**src/rtl/timer_unit.sv**
```systemverilog
// Memory-mapped countdown timer with one-shot and auto-reload modes.
// Raises a maskable level interrupt when the count expires.
module timer_unit #(
  parameter int COUNT_W = 32
) (
  input  logic        clk,
  input  logic        reset_n,
  input  logic [31:0] Addr,
  input  logic        WE,
  input  logic [31:0] Din,
  output logic [31:0] Dout,
  output logic        IRQ
);

  typedef enum logic [1:0] {
    IDLE = 2'd0,
    LOAD = 2'd1,
    CNT  = 2'd2,
    INT  = 2'd3
  } state_e;

  localparam logic [COUNT_W-1:0] ONE = COUNT_W'(1);

  state_e             state_q;
  logic [3:0]         ctrl_q;
  logic [COUNT_W-1:0] preset_q;
  logic [COUNT_W-1:0] count_q;
  logic               irq_q;

  logic [1:0] off;
  logic       en;
  logic       reload;
  logic       wr_ctrl;
  logic       wr_preset;
  logic       unused_bits;

  assign off       = Addr[3:2];
  assign en        = ctrl_q[0];
  assign reload    = (ctrl_q[2:1] == 2'b01);
  assign wr_ctrl   = WE && (off == 2'd0);
  assign wr_preset = WE && (off == 2'd1);

  // Only Addr[3:2] is decoded; upper Din bits may be dropped.
  assign unused_bits = ^{Addr[31:4], Addr[1:0], Din};

  // Countdown FSM; software writes are applied last so they win.
  always_ff @(posedge clk or negedge reset_n) begin
    if (!reset_n) begin
      state_q  <= IDLE;
      ctrl_q   <= 4'd0;
      preset_q <= '0;
      count_q  <= '0;
      irq_q    <= 1'b0;
    end else begin
      unique case (state_q)
        IDLE: begin
          if (en) state_q <= LOAD;
        end
        LOAD: begin
          count_q <= preset_q;
          irq_q   <= 1'b0;
          state_q <= CNT;
        end
        CNT: begin
          if (!en) begin
            state_q <= IDLE;
          end else if (count_q > ONE) begin
            count_q <= count_q - ONE;
          end else begin
            count_q <= '0;
            irq_q   <= 1'b1;
            state_q <= INT;
          end
        end
        INT: begin
          if (reload) irq_q <= 1'b0;
          else        ctrl_q[0] <= 1'b0;
          state_q <= IDLE;
        end
        default: state_q <= IDLE;
      endcase

      if (wr_ctrl) begin
        ctrl_q <= Din[3:0];
        irq_q  <= 1'b0;
      end
      if (wr_preset) preset_q <= Din[COUNT_W-1:0];
    end
  end

  // Zero-latency read mux, narrow registers zero-extended.
  always_comb begin
    Dout = '0;
    unique case (off)
      2'd0:    Dout[3:0] = ctrl_q;
      2'd1:    Dout[COUNT_W-1:0] = preset_q;
      2'd2:    Dout[COUNT_W-1:0] = count_q;
      default: Dout = '0;
    endcase
  end

  assign IRQ = ctrl_q[3] & irq_q;

endmodule
```
**config.mk**
```make
export PLATFORM = sky130hd
export DESIGN_NAME = timer_unit
export DESIGN_NICKNAME = d
export VERILOG_FILES = /design/src/rtl/timer_unit.sv
export SDC_FILE = /design/constraint.sdc
export NUM_CORES = 1
export LEC_CHECK = 0
export CAP_MARGIN = 5
export CORE_UTILIZATION = 35
export DETAILED_ROUTE_END_ITERATION = 7
export PLACE_DENSITY = 0.58
export SLEW_MARGIN = 20
export SYNTH_ARGS = -nofsm -noshare
export SYNTH_HDL_FRONTEND = slang
export SYNTH_SLANG_ARGS = --single-unit
```
**constraint.sdc**
```tcl
create_clock -name clk -period 6.8 [get_ports clk]
set_input_delay 0.68 -clock clk [delete_from_list [all_inputs] [get_ports clk]]
set_output_delay 0.68 -clock clk [all_outputs]
set_load 0.05 [all_outputs]
```
==> results.md <==
- The detailed-route wire length per cell is 19.1 um.
- The synthesis warning total is 0.
- The clock passes through at most 2 buffers.
- The worst setup path is launched from an input pin.
- The maximum cell stage delay along the critical path is 0.83 ns.
- The total setup buffers inserted after CTS is 0.
- In this run, CTS created clock tree buffers numbering 9.
- The clock latency at the later pin of the worst-skew pair is 0.33 ns.
- The slowest stage of the critical path is the clkdlybuf4s50_1 cell.
- Hold is met by 0.525 ns.
- The worst register-to-register path begins at count_q[21].
- The total core area is 0.0116 mm^2.
- The root buffer cell chosen for the clock tree is clkbuf_16.
- The final-report hold violation count is 0.
- In the layout the commonest cells are dfrtp_1, clkdlybuf4s50_1, a22oi_1.
- The detailed placer's ending HPWL is 7780 um.
- Global routing used 20.0% of the available tracks across all layers.
- The count of final max-slew check failures was 0.
- Setup violations remaining at the end of the flow were counted as 0.
- Among all flip-flop cells after synthesis, the most frequent one is dfrtp_1.
- The slew of the pin with the lowest slew margin is 1.03 ns.
- In this design, the critical path's most frequently occurring cell is clkdlybuf4s50_1.
- After clock tree synthesis, the clock-pin slew on the worst setup and hold paths is 0.06 ns.
- The analysis attributes to cell leakage a power of 2.02 nW.
- The initial DRC count is 310.
- The path category of the worst min-delay check is reg -> reg.
- The die height is 112 um.
- Relative to the synthesized area, the layout overhead comes to 24.3%.
- The die covers 0.0126 mm^2.
- The final wirelength is 12100 um.
- The startpoint of the lowest-slack hold path is irq_q.
- The worst setup path category is in -> out.
- The number of buffer cells added on primary ports is 69.
- The data arrival time of the critical path is 3.17 ns.
- The number of search-and-repair iterations in the first detailed-routing pass is 6.
- The maximum clock frequency is 259 MHz.
- The number of global-route vias before repair is 3747.
- VDD sags by at most 143 uV.
- The fraction of synthesis flops using an asynchronous set or reset pin is 100%.
- The library cell used most frequently in the layout, excluding fill and tap cells, is dfrtp_1.
- Subtracting the final worst setup slack from the clock period gives 3.85 ns.
- Along the worst path, the maximum fanout reaches 28.
- For this run, the register share of the synthesized area comes to 41.8%.
- Summed over all layers, the global routing overflow is 0.
- The final setup skew is 0.0101 ns.
- In this run the remaining antenna-violating nets after routing total 0.
- The standard-cell row count is 39.
- The final critical path takes up 56.7% of the cycle.
- Counting distinct cell types in the post-synthesis netlist gives 54.
- The final reports fail on DRC.
- In the routed layout, each cell is associated on average with a via count of 5.94.
- The accumulated negative setup slack is 0 ns.
- In the routed design, unresolved DRC markers number 2.
- When the netlist entered floorplanning its net count stood at 511.
- The run finished, with violations left.
- Across all layers, the routed design uses 3781 vias.
- The count of state elements after synthesis is 71.
- The post-route netlist has 14.0% of its cells at a drive strength greater than 1.
- The I/O pin count is 100.
- Setup repair after global routing left no endpoint under its margin.
- The worst hold path cell count is 1.
- In this run, synthesis inferred 0 flip-flops with an integrated enable.
- The initial core utilization is 36.6%.
- The worst max-slew margin expressed relative to the limit is 31.2%.
- Before CTS, the worst setup slack after placement is 2.91 ns.
- In this run the number of H-tree levels came out at 3.
- Entering global routing, the biggest net connects 72 pins.
- Across all setup checks in the final design, the least slack found is 2.95 ns.
- The kind of end point of the critical path is a primary output.
- After clock tree synthesis, the repair step resized 0 gates.
- The count of max-cap constraint violations is 0.
- Walking the worst path, the cells encountered are clkdlybuf4s50_1, inv_1, ha_1, nor2b_1, clkdlybuf4s50_1.
- The total number of clock tree sinks is 71.
- In this run the cell area of the synthesized design comes to 0.00425 mm^2.
- The depth of the worst register-to-register path is 5.
- 0 antenna diodes ended up in the layout.
- The total of hold buffers inserted after clock tree synthesis is 0.
- The congestion estimate from routability-driven global placement came to 0.834.
- In the final design database the tool counted 562 nets.
- The final core utilization is 45.5%.
- After technology mapping, the gate count stands at 438.
- The cell area power density is 374 mW/mm^2.
- The origin of the worst setup path is Addr[3].
- Averaged over all synthesized cells, the footprint is 9.71 um^2.
- The number of antenna violations at the first check in global routing is 0.
- The width of the chip is 112 um.
- The CTS tree is built.
- The global-route wire length before repair is 19800 um.
- For the worst setup path, the data required time is 6.12 ns.
-- cell usage after synthesis (4+ instances only) --
| cell type | instances | area [um^2] |
|---|---|---|
| a21oi_1 | 15 | 75.1 |
| a222oi_1 | 4 | 40.0 |
| a22oi_1 | 39 | 293 |
| a31oi_1 | 7 | 43.8 |
| and3_1 | 9 | 56.3 |
| buf_1 | 5 | 18.8 |
| buf_2 | 5 | 25.0 |
| clkbuf_1 | 22 | 82.6 |
| dfrtp_1 | 71 | 1780 |
| ha_1 | 6 | 75.1 |
| inv_1 | 10 | 37.5 |
| mux2_2 | 35 | 394 |
| nand2_1 | 21 | 78.8 |
| nand3_1 | 30 | 150 |
| nand4_1 | 13 | 81.3 |
| nor2_1 | 16 | 60.1 |
| nor2b_1 | 30 | 188 |
| nor3_1 | 8 | 40.0 |
| nor3_2 | 5 | 50.1 |
| nor3b_1 | 4 | 30.0 |
| nor4_1 | 5 | 31.3 |
| o211ai_1 | 9 | 67.6 |
| o21ai_0 | 6 | 30.0 |
| o311ai_0 | 7 | 61.3 |
| o31ai_1 | 4 | 30.0 |
| or3_1 | 11 | 68.8 |
| or4_1 | 4 | 30.0 |
-- state kept, by name (all words and copies together), names as in the netlist --
name,flops
count_q,32
state_q,2
preset_q,32
irq_q,1
ctrl_q,4
-- power breakdown --
part	switching (W)	total [W]	internal, W	leakage (nW)
registers	0.000214	0.000782	0.000567	0.856
logic	0.000455	0.000773	0.000317	1.04
clock network	0.000179	0.000422	0.000244	0.133
total	0.000848	0.00198	0.00113	2.02
-- cell families after synthesis --
logic type	count (synthesis)	share of synthesized area, %
buffers and inverters	44	4.24
adder cells (fa/ha/maj)	6	1.77
AO/OA/AOI/OAI	106	18.3
flip-flops	71	41.8
AND/OR/NAND/NOR	175	24.4
multiplexers	36	9.50
-- metal layers --
layer / GRT usage [%] / vias to the layer above / share of wire (%)
li1: - / 1780 / -
met3: 3.29 / 13 / 6.7
met4: 6.84 / 0 / 1.4
met5: 0 / - / 0
met1: 28.8 / 1836 / 47
met2: 30.6 / 152 / 45
-- stage by stage --
step / cell area (um^2) / std cells / power [W]
after floorplan: 4250 / 438 / 0.00130
after global placement: 5030 / 621 / 0.00153
after detailed placement: 5030 / 621 / 0.00155
after CTS: 5290 / 637 / 0.00198
after global routing: 5290 / 637 / 0.00210
final: 5290 / 637 / 0.00198
-- cell type report --
class,instances,area (um^2)
Sequential cell,71,1780
Clock buffer,11,233
Multi-Input combinational cell,323,2310
Inverter,10,37.5
Timing Repair Buffer,74,723
Tap cell,143,179
Fill cell,1113,6330
Clock inverter,5,25.0
-- worst max-delay path: cells and delay by family --
| family | cells | cell delay, ns |
|---|---|---|
| buf+inv | 3 | 1.41 |
| fa+ha+maj | 1 | 0.81 |
| simple gates | 1 | 0.26 |
-- worst paths after layout --
path                          endpoint  slack (ns)
hold / removal                   irq_q        0.53
min in group asynchronous  preset_q[0]        0.56
max in group asynchronous   count_q[4]        5.61
setup reg to reg           count_q[13]        3.27
hold reg to reg                  irq_q        0.53
setup / recovery              Dout[28]        2.95
Note: power is estimated with default switching activity, not from simulation.
